`src/rtl/seg_scan_pkg.sv`:
```
// Shared types and constants for the multiplexed 7-segment scanner:
// segment bit positions, the hex glyph table and the buffer entry layout.
package seg_scan_pkg;

  localparam int SEG_A  = 0;
  localparam int SEG_B  = 1;
  localparam int SEG_C  = 2;
  localparam int SEG_D  = 3;
  localparam int SEG_E  = 4;
  localparam int SEG_F  = 5;
  localparam int SEG_G  = 6;
  localparam int SEG_DP = 7;

  typedef struct packed {
    logic       blank;
    logic       dp;
    logic [3:0] value;
  } digit_t;

  localparam digit_t BLANK_DIGIT = '{blank: 1'b1, dp: 1'b0, value: 4'h0};

  // Active-high {g,f,e,d,c,b,a}; index 15 first so GLYPH_TABLE[v] is glyph v.
  localparam logic [15:0][6:0] GLYPH_TABLE = {
    7'h71, 7'h79, 7'h5E, 7'h39, 7'h7C, 7'h77, 7'h6F, 7'h7F,
    7'h07, 7'h7D, 7'h6D, 7'h66, 7'h4F, 7'h5B, 7'h06, 7'h3F
  };

endpackage

```
`src/rtl/seg_scan_if.sv`:
```
// Buffer-update bus of the scanner: indexed write, shift-in push and bulk clear.
interface seg_scan_if #(
  parameter int DIGITS = 8
);
  localparam int IDX_W = $clog2(DIGITS);

  logic             wr_en;
  logic [IDX_W-1:0] wr_index;
  logic [3:0]       wr_value;
  logic             wr_dp;
  logic             push_en;
  logic [3:0]       push_value;
  logic             clr_buf;

  modport master (
    output wr_en, wr_index, wr_value, wr_dp, push_en, push_value, clr_buf
  );

  modport slave (
    input  wr_en, wr_index, wr_value, wr_dp, push_en, push_value, clr_buf
  );

endinterface

```
`src/rtl/seg_hex_decoder.sv`:
```
// Combinational hex to 7-segment decoder, active-high {g,f,e,d,c,b,a}.
module seg_hex_decoder
  import seg_scan_pkg::*;
(
  input  logic [3:0] value,
  output logic [6:0] segs
);

  assign segs = GLYPH_TABLE[value];

endmodule

```
`src/rtl/seg_scan_display.sv`:
```
// Multiplexed 7-segment scanner with a DIGITS-entry display buffer.
// Optional leading-zero blanking is enabled by defining SEG_SCAN_LZB_EN.
module seg_scan_display
  import seg_scan_pkg::*;
#(
  parameter int DIGITS         = 8,
  parameter int SCAN_DIV       = 50000,
  parameter int BLANK_CYCLES   = 4,
  parameter int SEG_ACTIVE_LOW = 1,
  parameter int SEL_ACTIVE_LOW = 1
) (
  input  logic              clk,
  input  logic              clear_n,
  seg_scan_if.slave         bus,
  input  logic              blank_en,
  output logic [7:0]        seg,
  output logic [DIGITS-1:0] sel,
  output logic              frame_done
);

  localparam int IDX_W = $clog2(DIGITS);
  localparam int PRE_W = $clog2(SCAN_DIV);

  localparam logic [7:0]        SEG_INV = (SEG_ACTIVE_LOW != 0) ? 8'hFF : 8'h00;
  localparam logic [DIGITS-1:0] SEL_INV = (SEL_ACTIVE_LOW != 0) ? {DIGITS{1'b1}} : '0;

  logic [PRE_W-1:0]  pre_q, pre_d;
  logic [IDX_W-1:0]  idx_q, idx_d;
  digit_t            digits_q [DIGITS];
  digit_t            digits_d [DIGITS];
  logic [7:0]        seg_q, seg_d;
  logic [DIGITS-1:0] sel_q, sel_d;
  logic              frame_done_q, frame_done_d;

  logic              pre_wrap;
  digit_t            cur_digit;
  logic [6:0]        glyph;
  logic [7:0]        seg_on;
  logic [DIGITS-1:0] sel_on;
  logic              lz_blank;

  assign cur_digit = digits_q[idx_q];

  seg_hex_decoder u_dec (
    .value (cur_digit.value),
    .segs  (glyph)
  );

  // Scan timing: prescaler wraps every SCAN_DIV clocks and steps the digit index.
  always_comb begin
    // NOTE: every always_comb output gets a default first so no latch is inferred.
    pre_wrap     = (pre_q == PRE_W'(SCAN_DIV - 1));
    pre_d        = pre_wrap ? '0 : pre_q + PRE_W'(1);
    idx_d        = idx_q;
    frame_done_d = 1'b0;
    if (pre_wrap) begin
      if (idx_q == IDX_W'(DIGITS - 1)) begin
        idx_d        = '0;
        frame_done_d = 1'b1;
      end else begin
        idx_d = idx_q + IDX_W'(1);
      end
    end
  end

  // Buffer update: clear beats push, push beats indexed write.
  always_comb begin
    for (int i = 0; i < DIGITS; i++) digits_d[i] = digits_q[i];
    if (bus.clr_buf) begin
      for (int i = 0; i < DIGITS; i++) digits_d[i] = BLANK_DIGIT;
    end else if (bus.push_en) begin
      for (int i = DIGITS - 1; i >= 1; i--) digits_d[i] = digits_q[i-1];
      digits_d[0] = '{blank: 1'b0, dp: 1'b0, value: bus.push_value};
    end else if (bus.wr_en && ({1'b0, bus.wr_index} < (IDX_W + 1)'(DIGITS))) begin
      digits_d[bus.wr_index] = '{blank: 1'b0, dp: bus.wr_dp, value: bus.wr_value};
    end
  end

`ifdef SEG_SCAN_LZB_EN
  // A zero is leading when it and every higher digit is blank or a plain zero.
  always_comb begin
    lz_blank = (idx_q != '0);
    for (int j = 0; j < DIGITS; j++) begin
      if (j >= int'(idx_q) && !digits_q[j].blank &&
          (digits_q[j].value != 4'h0 || digits_q[j].dp)) begin
        lz_blank = 1'b0;
      end
    end
  end
`else
  assign lz_blank = 1'b0;
`endif

  always_comb begin
    seg_on              = '0;
    seg_on[SEG_DP]      = cur_digit.dp;
    seg_on[SEG_G:SEG_A] = glyph;
    if (cur_digit.blank || blank_en || lz_blank) seg_on = '0;
    sel_on = {{(DIGITS-1){1'b0}}, 1'b1} << idx_q;

    // Anti-ghosting: lines stay off for the first BLANK_CYCLES of each slot.
    if (pre_q >= PRE_W'(BLANK_CYCLES)) begin
      seg_d = seg_on ^ SEG_INV;
      sel_d = sel_on ^ SEL_INV;
    end else begin
      seg_d = SEG_INV;
      sel_d = SEL_INV;
    end
  end

  always_ff @(posedge clk or negedge clear_n) begin
    if (!clear_n) begin
      pre_q        <= '0;
      idx_q        <= '0;
      seg_q        <= SEG_INV;
      sel_q        <= SEL_INV;
      frame_done_q <= 1'b0;
      // NOTE: the buffer is small register storage, not a RAM, so it is reset to blank.
      for (int i = 0; i < DIGITS; i++) digits_q[i] <= BLANK_DIGIT;
    end else begin
      // NOTE: non-blocking assignments keep every flop sampling pre-edge values.
      pre_q        <= pre_d;
      idx_q        <= idx_d;
      seg_q        <= seg_d;
      sel_q        <= sel_d;
      frame_done_q <= frame_done_d;
      for (int i = 0; i < DIGITS; i++) digits_q[i] <= digits_d[i];
    end
  end

  assign seg        = seg_q;
  assign sel        = sel_q;
  assign frame_done = frame_done_q;

endmodule

```
`src/flat_wrapper.sv`:
```
// flat-port wrapper written by rule: the top's interface ports become plain ports
module seg_scan_display_flat import seg_scan_pkg::*;
#(
  parameter int DIGITS         = 8,
  parameter int SCAN_DIV       = 50000,
  parameter int BLANK_CYCLES   = 4,
  parameter int SEG_ACTIVE_LOW = 1,
  parameter int SEL_ACTIVE_LOW = 1
)
  (clk, clear_n, blank_en, seg, sel, frame_done, bus_wr_en, bus_wr_index, bus_wr_value, bus_wr_dp, bus_push_en, bus_push_value, bus_clr_buf);
  seg_scan_if #(.DIGITS(DIGITS)) bus_i ();
  input  logic clk;
  input  logic clear_n;
  input  logic blank_en;
  output logic [7:0] seg;
  output logic [DIGITS-1:0] sel;
  output logic frame_done;
  input wire logic [$bits(bus_i.wr_en)-1:0] bus_wr_en;
  input wire logic [$bits(bus_i.wr_index)-1:0] bus_wr_index;
  input wire logic [$bits(bus_i.wr_value)-1:0] bus_wr_value;
  input wire logic [$bits(bus_i.wr_dp)-1:0] bus_wr_dp;
  input wire logic [$bits(bus_i.push_en)-1:0] bus_push_en;
  input wire logic [$bits(bus_i.push_value)-1:0] bus_push_value;
  input wire logic [$bits(bus_i.clr_buf)-1:0] bus_clr_buf;
  assign bus_i.wr_en = bus_wr_en;
  assign bus_i.wr_index = bus_wr_index;
  assign bus_i.wr_value = bus_wr_value;
  assign bus_i.wr_dp = bus_wr_dp;
  assign bus_i.push_en = bus_push_en;
  assign bus_i.push_value = bus_push_value;
  assign bus_i.clr_buf = bus_clr_buf;
  seg_scan_display #(.DIGITS(DIGITS), .SCAN_DIV(SCAN_DIV), .BLANK_CYCLES(BLANK_CYCLES), .SEG_ACTIVE_LOW(SEG_ACTIVE_LOW), .SEL_ACTIVE_LOW(SEL_ACTIVE_LOW)) u_core (.clk(clk), .clear_n(clear_n), .bus(bus_i), .blank_en(blank_en), .seg(seg), .sel(sel), .frame_done(frame_done));
endmodule
```
`config.mk`:
```
export PLATFORM = sky130hd
export DESIGN_NAME = seg_scan_display_flat
export DESIGN_NICKNAME = d
export VERILOG_FILES = /design/src/rtl/seg_scan_pkg.sv /design/src/rtl/seg_scan_if.sv /design/src/rtl/seg_hex_decoder.sv /design/src/rtl/seg_scan_display.sv /design/src/flat_wrapper.sv
export SDC_FILE = /design/constraint.sdc
export NUM_CORES = 1
export LEC_CHECK = 0
export CAP_MARGIN = 20
export CORE_ASPECT_RATIO = 1.1
export CORE_MARGIN = 1
export CORE_UTILIZATION = 30
export DETAILED_ROUTE_END_ITERATION = 8
export MAX_ROUTING_LAYER = met4
export SETUP_SLACK_MARGIN = 0.02
export SLEW_MARGIN = 20
export SYNTH_ARGS = -nofsm -noshare
export SYNTH_HDL_FRONTEND = slang
export SYNTH_HIERARCHICAL = 1
export SYNTH_SLANG_ARGS = --single-unit
```
`constraint.sdc`:
```
create_clock -name clk -period 6.4 [get_ports clk]
set_input_delay 1.6 -clock clk [delete_from_list [all_inputs] [get_ports clk]]
set_output_delay 1.6 -clock clk [all_outputs]
set_load 0.01 [all_outputs]
```
# After elaboration in Yosys (flattened, before gate mapping)
# Memories as Yosys holds them, arrays and structs flattened.
# Index checks and enable logic that the tools add are counted.
classes:
  n_eq_ne: 2
  reduce_logical: 3
  shift: 1
  order_cmp: 5
  bitwise: 4
  n_addsub: 2
  mux: 17
op_table:
  columns: ["operator", "n"]
  rows:
  - ["$mux W48", 3]
  - ["$bwmux W48", 1]
  - ["$mux W8", 3]
  - ["$bmux W6 S3", 1]
  - ["$demux W6 S3", 1]
  - ["$mux W6", 3]
  - ["$add A16 B1 Y16 const B", 1]
  - ["$eq A16 B16 Y1 const B", 1]
  - ["$ge A16 B3 Y1 const B", 1]
  - ["$mux W16", 1]
  - ["$not A8 Y8", 2]
  - ["$ge A4 B4 Y1 const B", 2]
  - ["$not A3 Y4", 2]
  - ["$shl A1 B3 Y8 const A", 1]
  - ["$mux W7", 1]
  - ["$lt A4 B5 Y1 const B", 1]
  - ["$lt A4 B1 Y1 const B", 1]
  - ["$add A3 B1 Y3 const B", 1]
  - ["$eq A3 B3 Y1 const B", 1]
  - ["$mux W3", 1]
  - ["$reduce_bool A3 Y1", 1]
  - ["$mux W1", 2]
  - ["$logic_and A1 B1 Y1", 1]
  - ["$logic_or A1 B1 Y1", 1]
totals:
  mem_bits_ro: 112
  reg_bits: 84
  word_cells: 64
  out_inout_bits: 17
  mem_count: 1
  input_bits: 18
mem_list:
  columns: ["name", "depth", "width", "rd", "rd_clocked_by_memory_dff", "wr", "line_no", "text"]
  rows:
  - ["(no name shown)", 16, 7, 1, 0, 0, "seg_hex_decoder.sv:9", "assign segs = GLYPH_TABLE[value];"]

# Longest topological paths before layout
logic_depth:
  depth_word: 9
  ltp_mapped: 10
  depth_no_buf: 8

# Modules after synthesis
# Netlist, hierarchy kept.
by_module_without_submodules:
  columns: ["mod", "area_each_um2", "n_inst", "cells_per_inst"]
  rows:
  - ["seg_scan_display", 4110.2, 1, 387]
  - ["seg_hex_decoder", 294.0, 1, 33]

# Worst setup path after synthesis
# No wires, ideal clock.
synth_path:
  path_kind: "input to register"
  startpoint: "input bus_push_en"
  endpoint: "register u_core/digits_q[0] (netlist name)"
  path_slack_ps: 3607
  required_ps: 6273
  cell_stages: 5
  path_buffers: 1
  setup_time_ps: 127
  arrival_time_ps: 2666
  cell_sequence: "or2_2 -> buf_2 -> a41oi_1 -> or2_2 -> o21ai_0"
synth_between:
  elab_chain_len: 2
synth_rtl:
  columns: ["element", "line_no", "text"]
  rows:
  - ["from (decl)", "flat_wrapper.sv:22", "input wire logic [$bits(bus_i.push_en)-1:0] bus_push_en;"]
  - ["$mux W48", "seg_scan_display.sv:71", "end else if (bus.push_en) begin"]
  - ["$mux W48", "seg_scan_display.sv:69", "if (bus.clr_buf) begin"]
# Parallel ways exist; a longest one is shown, timed or not.
# A chain may end at the register's enable or synchronous reset.

# Worst setup path in the final report
layout_path:
  startpoint: "input bus_clr_buf"
  endpoint: "register u_core/digits_q[19] (netlist name)"
layout_between:
  elab_chain_len: 1
layout_rtl:
  columns: ["element", "line_no", "text"]
  rows:
  - ["from (decl)", "flat_wrapper.sv:24", "input wire logic [$bits(bus_i.clr_buf)-1:0] bus_clr_buf;"]
  - ["$reduce_bool A3 Y1 (no line) or $mux W48 (tied branches)", null, null]
# Parallel ways exist; a longest one is shown, timed or not.

==> flow_summary_export.csv <==
group,metric,value,unit
setup_path,max_stage_delay,720,ps
synthesis,synth_edf_count,0,
pwr,p_leak,0.00207,uW
cells_and_area,layout-drive-gt1-share,14.6,%
cells_and_area,nNetsFinal,480,
setup_path,cp_slowest_cell,"clkdlybuf4s50_1",
synthesis,syn_avg_cell_area,10.5,um2
detailed_routing,drtPass1Iterations,5,
floorplan,core_region_area,0.0144,mm2
synthesis,synth_flop_cell,"dfrtp_1",
setup_path,crit_family,"simple AND/OR/NAND/NOR gates",
cells_and_area,fillers,1454,
setup_path,worst_path_most_repeated_cell,"or2_2",
place,place_area,0.00490,mm2
detailed_routing,antenna_left,0,
setup_path,worstReg2RegEnd,"u_core/seg[3]",
global_routing,grt_max_degree,85,
timing,grt_setup_unrepaired,"false",
synthesis,syn_area,0.00440,mm2
setup_path,cp_data_arrival_time,3850,ps
synthesis,ys_ff_latch,84,
floorplan,die_h,129,um
min_path,worstHoldStart,"u_core/digits_q[4]",
clocking,ctsHoldBuffers,0,
setup_path,crit_chain,"clkdlybuf4s50_1, or2_2, a31oi_1, or2_2, o21ai_0",
setup_path,path_buf_inv,1,
timing,worst_pin_slew,873,ps
clocking,cts_root_buf,"clkbuf_16",
flow_run,drv_cap,0,
global_routing,grt_pass1_vias,3213,
synthesis,yosysWarnings,6,
pwr,pwr-share-clk,41.5,%
timing,skew,7.37,ps
synthesis,synth_nets,453,
timing,max_slew_margin,41.7,%
setup_path,r2r_setup_slack,3760,ps
pwr,p_comb_share,9.2,%
pwr,switching_share,23.7,%
timing,hold_viol,0,
cells_and_area,multiInputGateArea,0.00212,mm2
pwr,ir_drop,0.000126,V
timing,setup_viol,0,
clocking,clkTransAtPathRegs,60,ps
min_path,holdCritPathClass,"flip-flop to flip-flop",
detailed_routing,drt-wirelength-per-cell,16.0,um
synthesis,synth_common_cells,"nand2_1 (73), dfrtp_1 (60), o21ai_0 (41), a22oi_1 (40), dfstp_2 (24)",
synthesis,yosysSeqAreaShare,48.4,%
setup_path,crit_path_end_kind,"flip-flop",
floorplan,die_x,118,um
status,run_status,"finished clean",
pwr,seq_power_share,49.3,%
timing,finalCriticalPeriod,3640,ps
global_routing,antenna_found_initial,0,
cells_and_area,antennaDiodeCount,0,
synthesis,yosysMostFrequentCell,"nand2_1",
clocking,cts_buffer_depth,2,
place,portBuffers,34,
synthesis,synth.area.top_cells,"dfrtp_1 (34%), dfstp_2 (14%), a22oi_1 (6.8%)",
synthesis,async_reset_ff_share,100,%
synthesis,ys_types,42,
timing,drv_slew,0,
clocking,cts_resized,0,
setup_path,crit_fanout,17,
setup_path,r2r_cells,9,
place,hpwl,7280,um
pwr,total_power,1140,uW
clocking,clkLatencyLatePin,350,ps
detailed_routing,via_per_inst,5.15,
cells_and_area,final-seq-area,0.00213,mm2
detailed_routing,totalWireLength,10300,um
floorplan,rows,46,
clocking,cts_made_buffers,9,
pwr,cellPowerDensity,220,mW/mm2
setup_path,r2r-start,"u_core/idx_q[0]",
detailed_routing,vias,3319,
global_routing,grt_usage,15.0,%
cells_and_area,fin_area,0.00516,mm2
place,place.gp.congestion,0.822,
pwr,p_int,866,uW
setup_path,path_class,"primary input to flip-flop",
timing,setup_tns,0,ps
min_path,min_path_cells,2,
floorplan,io_pins,35,
min_path,hold-path-endpoint,"u_core/digits_q[4]",
clocking,cts_tree,"yes",
global_routing,grt_pass1_wl,17300,um
synthesis,synthCells,420,
synthesis,yosys.area.top_type_share,34.1,%
detailed_routing,dr.first_iter.drc_count,254,
global_routing,overflow,0,
clocking,cts_max_level,3,
clocking,post_cts_buffers,0,
detailed_routing,drc,0,
synthesis,synth_area_leader_cell,"dfrtp_1",
setup_path,cp-start-kind,"primary input",
floorplan,die-area,0.0152,mm2
timing,max_freq,275,MHz
floorplan,start_util,30.6,%
setup_path,crit_required,6610,ps
pwr,switching_power,269,uW
timing,finalCritPeriodShare,56.9,%
clocking,numClockSinks,84,
cells_and_area,area_growth,17.2,%
worst max-delay path by stage:
stage	from	endpoint	cells past startpoint
2_1_floorplan	bus_push_en	u_core/digits_q[0]	5
3_3_place_gp	bus_clr_buf	u_core/digits_q[0]	5
3_5_place_dp	bus_clr_buf	u_core/digits_q[10]	5
4_1_cts	bus_clr_buf	u_core/digits_q[10]	5
5_1_grt	bus_clr_buf	u_core/digits_q[3]	5
6_report	bus_clr_buf	u_core/digits_q[19]	5
through the flow:
step                instances  setup WS [ps]  util [%]  hold slack (ps)
floorplan                 420           3610         -              442
global placement          628           2480      34.0              458
detailed placement        628           2430      34.0              468
CTS                       644           2790      35.8              481
global route              644           2660      35.9              512
finish                    644           2760      35.9              492
metal layers:
layer	wire [um]	share of wire (%)	vias up	global-route usage [%]
met2	4830	47	96	23.2
met4	199	1.9	0	6.79
li1	-	-	1568	-
met1	4750	46	1640	19.4
met5	0	0	-	-
met3	495	4.8	15	2.51
worst register-to-register path: stages, from the launching register on:
cell     delay (ps)
dfrtp_1         440
buf_4           310
mux4_2          560
nand2_1         110
nand2_1         120
inv_1           170
ha_1            270
inv_1            50
mux4_1          470
nand2_1          70
flip-flops by register name, indices dropped and copies added (netlist names):
register / flops
u_core/sel: 8
u_core/pre_q: 16
u_core/idx_q: 3
u_core/frame_done: 1
u_core/seg: 8
u_core/digits_q: 48
cell usage in the layout (no fill, tap or decap), drive strengths merged, types with 2 or more instances in the layout:
master,count
a21o,2
mux2,6
mux4,12
dfstp,24
or2,9
ha,15
nor3,6
nand2,73
o21ai,41
clkbuf,16
a22oi,41
nor4,6
nor2,17
a21oi,4
and3,3
and2,5
buf,3
clkdlybuf4s50,33
mux2i,6
nor2b,13
a221o,7
nand3,8
xor2,6
dfrtp,60
xnor2,8
nand4,5
inv,12
a31oi,4
power by group through the flow:
stage / Sequential [uW] / Combinational [uW] / Clock, uW
2_1_floorplan: 566 / 59.1 / 0
3_3_place_gp: 569 / 102 / 0
3_5_place_dp: 569 / 104 / 0
4_1_cts: 560 / 104 / 480
5_1_grt: 561 / 116 / 502
6_report: 560 / 104 / 471
cells by family (layout without fill, tap and decap cells):
group | after synthesis | count (layout) | synth area share [%]
AOI/OAI and AO/OA | 102 | 102 | 15.5
adders and majority gates | 15 | 15 | 4.26
xor gates and xnor gates | 14 | 14 | 2.78
muxes | 24 | 24 | 9.37
and+or+nand+nor | 148 | 148 | 16.3
buffers and inverters | 33 | 65 | 3.41
DFF | 84 | 84 | 48.4
area by class of cell:
| type | instances | share of cell area [%] |
|---|---|---|
| tap | 192 | 4.65 |
| clock buffer | 16 | 5.07 |
| multi-input combinational | 303 | 41.1 |
| sequential | 84 | 41.3 |
| timing repair buffer | 36 | 6.91 |
| inverter | 13 | 0.945 |
Power figures use the tool's default switching activity.
